$ cat src/rtl/mc_controller_if.sv
// mc_controller_if: decoded-instruction inputs and per-step control outputs between sequencer and datapath.
// Latency: pure wiring, no storage.
// Backpressure: mem_ack completes the dm_req handshake; the sequencer holds MEM until it arrives.
interface mc_controller_if;
    logic [5:0]  opcode;
    logic [5:0]  funct;
    logic        zero;
    logic        mem_ack;
    logic        pc_we;
    logic [1:0]  npc_sel;
    logic        ir_we;
    logic        grf_we;
    logic [1:0]  a3_sel;
    logic [1:0]  wd_sel;
    logic        ext_type;
    logic        alu_b_sel;
    logic [5:0]  alu_sel;
    logic        dm_req;
    logic        dm_we;
    logic [2:0]  state;
    logic        illegal;
    logic [31:0] cycle_cnt;
    logic [31:0] instr_cnt;

    modport master (
        input  opcode, funct, zero, mem_ack,
        output pc_we, npc_sel, ir_we, grf_we, a3_sel, wd_sel, ext_type, alu_b_sel,
               alu_sel, dm_req, dm_we, state, illegal, cycle_cnt, instr_cnt
    );

    modport slave (
        output opcode, funct, zero, mem_ack,
        input  pc_we, npc_sel, ir_we, grf_we, a3_sel, wd_sel, ext_type, alu_b_sel,
               alu_sel, dm_req, dm_we, state, illegal, cycle_cnt, instr_cnt
    );
endinterface

$ cat src/rtl/mc_controller.sv
// mc_controller: multi-cycle FETCH/DECODE/EXEC/MEM/WB sequencer; MC_PERF_CNT_EN adds cycle/instr counters.
// Latency: controls are combinational from state_q + opcode/funct; 2..5 cycles per instruction plus DM wait.
// Backpressure: MEM holds dm_req and all ALU controls stable until mem_ack; reset drops the request at once.
module mc_controller (
    input  logic            clk,
    input  logic            reset,
    mc_controller_if.master bus
);
    typedef enum logic [2:0] {
        S_FETCH  = 3'd0,
        S_DECODE = 3'd1,
        S_EXEC   = 3'd2,
        S_MEM    = 3'd3,
        S_WB     = 3'd4
    } state_t;

    localparam logic [5:0] ALU_ADD = 6'd0;
    localparam logic [5:0] ALU_SUB = 6'd1;
    localparam logic [5:0] ALU_OR  = 6'd2;
    localparam logic [5:0] ALU_LUI = 6'd3;

    state_t state_q, state_d;

    logic is_rtype, is_add, is_sub, is_nop, is_jr;
    logic is_ori, is_lui, is_lw, is_sw, is_beq, is_jal, is_legal;

    assign is_rtype = (bus.opcode == 6'h00);
    assign is_add   = is_rtype && (bus.funct == 6'h20);
    assign is_sub   = is_rtype && (bus.funct == 6'h22);
    assign is_jr    = is_rtype && (bus.funct == 6'h08);
    assign is_nop   = is_rtype && (bus.funct == 6'h00);
    assign is_ori   = (bus.opcode == 6'h0D);
    assign is_lui   = (bus.opcode == 6'h0F);
    assign is_lw    = (bus.opcode == 6'h23);
    assign is_sw    = (bus.opcode == 6'h2B);
    assign is_beq   = (bus.opcode == 6'h04);
    assign is_jal   = (bus.opcode == 6'h03);
    assign is_legal = is_add | is_sub | is_jr | is_nop | is_ori | is_lui |
                      is_lw | is_sw | is_beq | is_jal;

    logic       pc_we, ir_we, grf_we, ext_type, alu_b_sel, dm_req, dm_we, illegal;
    logic [1:0] npc_sel, a3_sel, wd_sel;
    logic [5:0] alu_sel;

    always_comb begin
        state_d   = state_q;
        pc_we     = 1'b0;
        npc_sel   = 2'd0;
        ir_we     = 1'b0;
        grf_we    = 1'b0;
        a3_sel    = 2'd0;
        wd_sel    = 2'd0;
        ext_type  = 1'b0;
        alu_b_sel = 1'b0;
        alu_sel   = ALU_ADD;
        dm_req    = 1'b0;
        dm_we     = 1'b0;
        illegal   = 1'b0;

        case (state_q)
            S_FETCH: begin
                ir_we   = 1'b1;
                pc_we   = 1'b1;
                state_d = S_DECODE;
            end
            S_DECODE: begin
                if (is_nop) begin
                    state_d = S_FETCH;
                end else if (is_jal) begin
                    state_d = S_WB;
                end else if (!is_legal) begin
                    illegal = 1'b1;
                    state_d = S_FETCH;
                end else begin
                    state_d = S_EXEC;
                end
            end
            S_EXEC: begin
                state_d = S_FETCH;
                if (is_add || is_sub) begin
                    alu_sel = is_sub ? ALU_SUB : ALU_ADD;
                    state_d = S_WB;
                end else if (is_ori) begin
                    alu_b_sel = 1'b1;
                    alu_sel   = ALU_OR;
                    state_d   = S_WB;
                end else if (is_lui) begin
                    alu_b_sel = 1'b1;
                    alu_sel   = ALU_LUI;
                    state_d   = S_WB;
                end else if (is_lw || is_sw) begin
                    ext_type  = 1'b1;
                    alu_b_sel = 1'b1;
                    state_d   = S_MEM;
                end else if (is_beq) begin
                    alu_sel = ALU_SUB;
                    pc_we   = bus.zero;
                    npc_sel = 2'd1;
                end else if (is_jr) begin
                    pc_we   = 1'b1;
                    npc_sel = 2'd3;
                end
            end
            S_MEM: begin
                // Address path stays driven exactly as in EXEC for the whole request.
                ext_type  = 1'b1;
                alu_b_sel = 1'b1;
                dm_req    = 1'b1;
                dm_we     = is_sw;
                if (bus.mem_ack) begin
                    state_d = is_lw ? S_WB : S_FETCH;
                end
            end
            S_WB: begin
                grf_we  = 1'b1;
                state_d = S_FETCH;
                if (is_add || is_sub) begin
                    a3_sel = 2'd1;
                end else if (is_lw) begin
                    wd_sel = 2'd1;
                end else if (is_jal) begin
                    a3_sel  = 2'd2;
                    wd_sel  = 2'd2;
                    pc_we   = 1'b1;
                    npc_sel = 2'd2;
                end
            end
            default: state_d = S_FETCH;
        endcase

        if (!reset) begin
            pc_we   = 1'b0;
            ir_we   = 1'b0;
            grf_we  = 1'b0;
            dm_req  = 1'b0;
            dm_we   = 1'b0;
            illegal = 1'b0;
            state_d = S_FETCH;
        end
    end

    always_ff @(posedge clk) begin
        if (!reset) begin
            state_q <= S_FETCH;
        end else begin
            state_q <= state_d;
        end
    end

    assign bus.pc_we     = pc_we;
    assign bus.npc_sel   = npc_sel;
    assign bus.ir_we     = ir_we;
    assign bus.grf_we    = grf_we;
    assign bus.a3_sel    = a3_sel;
    assign bus.wd_sel    = wd_sel;
    assign bus.ext_type  = ext_type;
    assign bus.alu_b_sel = alu_b_sel;
    assign bus.alu_sel   = alu_sel;
    assign bus.dm_req    = dm_req;
    assign bus.dm_we     = dm_we;
    assign bus.state     = state_q;
    assign bus.illegal   = illegal;

`ifdef MC_PERF_CNT_EN
    logic [31:0] cycle_cnt_q, cycle_cnt_d;
    logic [31:0] instr_cnt_q, instr_cnt_d;

    // An instruction retires whenever the sequencer returns to FETCH.
    always_comb begin
        cycle_cnt_d = cycle_cnt_q + 32'd1;
        instr_cnt_d = instr_cnt_q;
        if ((state_q != S_FETCH) && (state_d == S_FETCH)) begin
            instr_cnt_d = instr_cnt_q + 32'd1;
        end
    end

    always_ff @(posedge clk) begin
        if (!reset) begin
            cycle_cnt_q <= 32'd0;
            instr_cnt_q <= 32'd0;
        end else begin
            cycle_cnt_q <= cycle_cnt_d;
            instr_cnt_q <= instr_cnt_d;
        end
    end

    assign bus.cycle_cnt = cycle_cnt_q;
    assign bus.instr_cnt = instr_cnt_q;
`else
    assign bus.cycle_cnt = 32'd0;
    assign bus.instr_cnt = 32'd0;
`endif
endmodule

$ cat src/flat_wrapper.sv
// flat-port wrapper written by rule: the top's interface ports become plain ports
module mc_controller_flat 
  (clk, reset, bus_opcode, bus_funct, bus_zero, bus_mem_ack, bus_pc_we, bus_npc_sel, bus_ir_we, bus_grf_we, bus_a3_sel, bus_wd_sel, bus_ext_type, bus_alu_b_sel, bus_alu_sel, bus_dm_req, bus_dm_we, bus_state, bus_illegal, bus_cycle_cnt, bus_instr_cnt);
  mc_controller_if bus_i ();
  input  logic clk;
  input  logic reset;
  input wire logic [$bits(bus_i.opcode)-1:0] bus_opcode;
  input wire logic [$bits(bus_i.funct)-1:0] bus_funct;
  input wire logic [$bits(bus_i.zero)-1:0] bus_zero;
  input wire logic [$bits(bus_i.mem_ack)-1:0] bus_mem_ack;
  output wire logic [$bits(bus_i.pc_we)-1:0] bus_pc_we;
  output wire logic [$bits(bus_i.npc_sel)-1:0] bus_npc_sel;
  output wire logic [$bits(bus_i.ir_we)-1:0] bus_ir_we;
  output wire logic [$bits(bus_i.grf_we)-1:0] bus_grf_we;
  output wire logic [$bits(bus_i.a3_sel)-1:0] bus_a3_sel;
  output wire logic [$bits(bus_i.wd_sel)-1:0] bus_wd_sel;
  output wire logic [$bits(bus_i.ext_type)-1:0] bus_ext_type;
  output wire logic [$bits(bus_i.alu_b_sel)-1:0] bus_alu_b_sel;
  output wire logic [$bits(bus_i.alu_sel)-1:0] bus_alu_sel;
  output wire logic [$bits(bus_i.dm_req)-1:0] bus_dm_req;
  output wire logic [$bits(bus_i.dm_we)-1:0] bus_dm_we;
  output wire logic [$bits(bus_i.state)-1:0] bus_state;
  output wire logic [$bits(bus_i.illegal)-1:0] bus_illegal;
  output wire logic [$bits(bus_i.cycle_cnt)-1:0] bus_cycle_cnt;
  output wire logic [$bits(bus_i.instr_cnt)-1:0] bus_instr_cnt;
  assign bus_i.opcode = bus_opcode;
  assign bus_i.funct = bus_funct;
  assign bus_i.zero = bus_zero;
  assign bus_i.mem_ack = bus_mem_ack;
  assign bus_pc_we = bus_i.pc_we;
  assign bus_npc_sel = bus_i.npc_sel;
  assign bus_ir_we = bus_i.ir_we;
  assign bus_grf_we = bus_i.grf_we;
  assign bus_a3_sel = bus_i.a3_sel;
  assign bus_wd_sel = bus_i.wd_sel;
  assign bus_ext_type = bus_i.ext_type;
  assign bus_alu_b_sel = bus_i.alu_b_sel;
  assign bus_alu_sel = bus_i.alu_sel;
  assign bus_dm_req = bus_i.dm_req;
  assign bus_dm_we = bus_i.dm_we;
  assign bus_state = bus_i.state;
  assign bus_illegal = bus_i.illegal;
  assign bus_cycle_cnt = bus_i.cycle_cnt;
  assign bus_instr_cnt = bus_i.instr_cnt;
  mc_controller u_core (.clk(clk), .reset(reset), .bus(bus_i));
endmodule
$ cat config.mk
export PLATFORM = sky130hd
export DESIGN_NAME = mc_controller_flat
export DESIGN_NICKNAME = d
export VERILOG_FILES = /design/src/rtl/mc_controller_if.sv /design/src/rtl/mc_controller.sv /design/src/flat_wrapper.sv
export SDC_FILE = /design/constraint.sdc
export NUM_CORES = 1
export LEC_CHECK = 0
export CELL_PAD_IN_SITES_DETAIL_PLACEMENT = 1
export CELL_PAD_IN_SITES_GLOBAL_PLACEMENT = 1
export CORE_MARGIN = 5
export CORE_UTILIZATION = 20
export CTS_CLUSTER_SIZE = 14
export DETAILED_ROUTE_END_ITERATION = 6
export GPL_ROUTABILITY_DRIVEN = 0
export GPL_TIMING_DRIVEN = 0
export PLACE_DENSITY = 0.95
export REMOVE_ABC_BUFFERS = 1
export SYNTH_ARGS = -nofsm -noshare
export SYNTH_HDL_FRONTEND = slang
export SYNTH_SLANG_ARGS = --single-unit
export TNS_END_PERCENT = 30
$ cat constraint.sdc
create_clock -name clk -period 4.31 [get_ports clk]
set_input_delay 0.862 -clock clk [delete_from_list [all_inputs] [get_ports clk]]
set_output_delay 0.862 -clock clk [all_outputs]
set_load 0.01 [all_outputs]
---- Word level (Yosys, flattened, before mapping) ----
Cells that the tools add are included.
operators by class
  bitwise logic cells ..................... 9
  equality and inequality tests ........... 14
  muxes and demuxes ....................... 65
  reduce and logical (&&, ||, !) cells .... 9
operators with widths
  operator                                              count
  two-way mux 1 bit                                     32
  two-way mux 2 bit                                     16
  two-way mux 6 bit                                     5
  equality test 6 bit (second input constant)           4
  two-way mux 3 bit                                     7
  equality test 6 x 4 -> 1 bit (second input constant)  3
  logical NOT 6 bit                                     2
  one-hot mux 3 bit (4 select lines)                    1
  bitwise OR 1 bit                                      9
  equality test 3 x 2 -> 1 bit (second input constant)  2
  equality test 6 x 2 -> 1 bit (second input constant)  1
  equality test 6 x 3 -> 1 bit (second input constant)  1
  logical AND 1 bit                                     4
  one-hot mux 1 bit (2 select lines)                    2
  one-hot mux 2 bit (2 select lines)                    1
  equality test 3 x 1 -> 1 bit (second input constant)  1
  equality test 3 bit (second input constant)           1
  logical NOT 3 bit                                     1
  one-hot mux 1 bit (3 select lines)                    1
  logical OR 1 bit                                      2
  inequality test 2 bit (second input constant)         1
word-level totals
  input port bits ......................... 16
  bits in registers ....................... 3
  output and inout port bits .............. 87

---- Logic depth before layout (Yosys ltp) ----
  depth after elaboration ................. 16
  gate-level depth with buffers ........... 5
  depth with buffers taken out ............ 4

---- Worst setup path after synthesis ----
OpenSTA, ideal clock, no wires.
  kind .................................... input to output
  start point ............................. input bus_opcode[3]
  end point ............................... output bus_wd_sel[1]
  arrival time ............................ 1.857 ns
  path slack .............................. 1.591 ns
  stages on the path ...................... 4
  path buffers ............................ 1
  cells stage by stage .................... or3_4 or2_1 nor2_1 buf_4
on the way
  cells in the longest elaborated chain, start to end .. 5
  elaborated cells on any way between the ends .. 10
ends and longest elaborated chain
  element                                                                   RTL line                                    text
  from (decl)                                                               flat_wrapper.sv:7                           input wire logic [$bits(bus_i.opcode)-1:0] bus_opcode;
  equality test 6 x 2 -> 1 bit / logical NOT 6 bit (equally long branches)  mc_controller.sv:37, mc_controller.sv:27
  two-way mux 2 bit (tied with other cells)                                 mc_controller.sv:121                        end else if (is_jal) begin
  two-way mux 2 bit / logical OR 1 bit (equally long branches)              mc_controller.sv:119, mc_controller.sv:117
  two-way mux 2 bit *                                                       mc_controller.sv:117                        if (is_add || is_sub) begin
  two-way mux 2 bit *                                                       mc_controller.sv:60                         case (state_q)
  to (decl)                                                                 flat_wrapper.sv:16                          output wire logic [$bits(bus_i.wd_sel)-1:0] bus_wd_sel;
Mark *: on every way between the ends. The rest lies on a longest branch, timed or not.

---- Final worst setup path ----
  start point ............................. input bus_opcode[3]
  end point ............................... output bus_alu_sel[0]
on the way
  cells in the longest elaborated chain, start to end .. 7
  elaborated cells on any way between the ends .. 17
ends and longest elaborated chain
  element                                                       RTL line                                  text
  equality test 6 x 3 -> 1 bit (tied with other cells)          mc_controller.sv:36                       assign is_beq = (bus.opcode == 6'h04);
  two-way mux 1 bit / logical OR 1 bit (equally long branches)  mc_controller.sv:95, mc_controller.sv:91
  two-way mux 6 bit                                             mc_controller.sv:91                       end else if (is_lw || is_sw) begin
  two-way mux 6 bit                                             mc_controller.sv:87                       end else if (is_lui) begin
  two-way mux 6 bit                                             mc_controller.sv:83                       end else if (is_ori) begin
  two-way mux 6 bit *                                           mc_controller.sv:80                       if (is_add || is_sub) begin
  two-way mux 6 bit *                                           mc_controller.sv:60
  to (decl)                                                     flat_wrapper.sv:19                        output wire logic [$bits(bus_i.alu_sel)-1:0] bus_alu_sel;
Marked as above.

==> results_dict.tcl <==
set metrics [dict create \
    status "finished clean" \
    crit_required_ns 3.45 \
    ys_warn_count 0 \
    p_leak_nw 0.5194 \
    grt_pass1_wl_um 4360 \
    final_core_util 0.2447 \
    rsz0062_at_grt "false" \
    startpoint "bus_opcode[3]" \
    arrival_ns 3.10 \
    syn_inst 150 \
    period_share 0.9182 \
    synth_edf_count 0 \
    maxCapViolCount 0 \
    cts_resized 0 \
    final_hold_viol_count 0 \
    hp-class "flop to flop" \
    largest_reg_flops 3 \
    clock_skew_ns 0.004152 \
    initial_core_util 0.2065 \
    cts_hold_buf 0 \
    die_y_um 82.62 \
    ctsLongestPathBuffers 2 \
    nFillCells 659 \
    worstMarginPinSlew_ns 0.4663 \
    setup_tns_ns 0 \
    seq_area_um2 60.06 \
    die-area_um2 6826 \
    r2r-start "u_core.bus.state[0]$_SDFFE_PN0P_" \
    synth_area_um2 1055 \
    crit_fanout 8 \
    grt_util_all_layers 0.08324 \
    first_global_vias 902 \
    avgViaCountPerCell 3.628 \
    place_hpwl_um 2643 \
    max_freq_ghz 0.2527 \
    postRouteWirelength_um 3093 \
    synth_cell_types 36 \
    numCtsBuffers 3 \
    drtIter0Drc 38 \
    detail-route-antenna-nets 0 \
    vdd.ir_drop.worst_uv 117.9 \
    worstSetupStartpointType "input pin" \
    grt_max_degree 15 \
    cts_sinks 3 \
    route.detailed.drc 0 \
    num_vias 918 \
    multi_input_area_um2 713.2 \
    slew_headroom 0.6811 \
    antenna_cells 0 \
    synthToLayoutAreaGrowth_pct 18.51 \
    nNetsFinal 200 \
    htreeDepth 1 \
    hold_ws_ns 0.6911 \
    clkTransAtPathRegs_ns 0.03 \
    drive_above_1_share 0.05464 \
    antenna_found_initial 0 \
    cts_setup_buffers 0 \
    die_w_um 82.62 \
    avgRoutedWirePerCell_um 12.23 \
    core_um2 5107 \
    insertion_delay_ns 0.22 \
    power_mw 0.1905 \
    slew_violations 0 \
    clockRootBuffer "clkbuf_8" \
    synth_ff_type "dfxtp_1" \
    io_pins 103 \
    critPathCaptureType "primary output" \
    setup_viol 0 \
    overflow 0 \
    period_needed_ns 3.957 \
    synth_seq_cells 3 \
    tritoncts "yes" \
    critPathKind "input pin to primary output" \
    io_buffers 34 \
    cellPowerDensity_nw_per_um2 152.4 \
    rows 26 \
    drt_pre_antenna_iters 4 \
    avgSynthCellArea_um2 7.032 \
    async_flop_share 0 \
    hold_start "u_core.bus.state[1]$_SDFFE_PN0P_" \
    ys_seq_area_frac 0.05694 \
]
## placed cells by master, fill, tap and decap left out, drive strengths merged, types with 3 or more instances in the layout
cell type / instances
nand3: 4
nand3b: 4
and3: 3
a21oi: 6
dfxtp: 3
nor3: 8
conb: 68
clkdlybuf4s50: 34
nand2b: 4
clkbuf: 4
nor2: 11
nand2: 7
## routing by layer
layer	track usage	wire length [um]
met1	0.1003	1240
met2	0.1418	1500
met3	0.02820	351
met4	0.01961	0
met5	0	0
## cell families (layout without fill, tap and decap cells)
family,after synthesis,in the layout,synth area share
simple gates,53,53,0.3025
buf+inv,73,39,0.5053
flops,3,3,0.05694
mux,1,1,0.009490
other cells,1,68,0.003555
compound gates,19,19,0.1222
## cell usage after synthesis (3+ instances only)
library cell	number	area share
a21oi_1	6	0.028
buf_4	69	0.49
clkbuf_1	3	0.011
dfxtp_1	3	0.057
nand2_1	7	0.025
nand2b_1	3	0.018
nand3_1	4	0.019
nand3b_1	4	0.028
nor2_1	11	0.039
nor3_1	7	0.033
## power by group
group | switching, mW | leakage (nW) | internal [mW]
Sequential | 0.00338 | 0.0245 | 0.0289
Combinational | 0.0516 | 0.472 | 0.0262
Clock | 0.0175 | 0.0228 | 0.0630
Total | 0.0724 | 0.519 | 0.118
## critical path, stage by stage
cell and delay [ns]:
clkdlybuf4s50_1 0.54, or3_1 0.41, a2111oi_0 0.49, a31oi_1 0.08, nor2_1 0.15, clkdlybuf4s50_1 0.56
## through the flow
stage	cells	area [um2]	setup slack, ns
floorplan	145	777.0	1.623
detailed placement	249	1205	0.3151
CTS	253	1250	0.3140
global placement	249	1205	0.3961
finish	253	1250	0.3525
global route	253	1250	0.2279
## path summary, 6_finish.rpt
kind	to	slack [ns]	cells after the start
worst min register to register	u_core.bus.state[1]$_SDFFE_PN0P_	0.69	2
worst max register to register	u_core.bus.state[1]$_SDFFE_PN0P_	2.86	3
worst max-delay path	bus_alu_sel[0]	0.35	6
worst min-delay path	u_core.bus.state[1]$_SDFFE_PN0P_	0.69	2
## layout make-up
class                   instances  share of cell area
clock buffers                   4             0.03604
inverters                       1            0.003003
multi-input cells             141              0.5706
flip-flops and latches          3             0.04805
well taps                      70             0.07007
repair buffers                 34              0.2723
(Power assumes the default switching activity.)
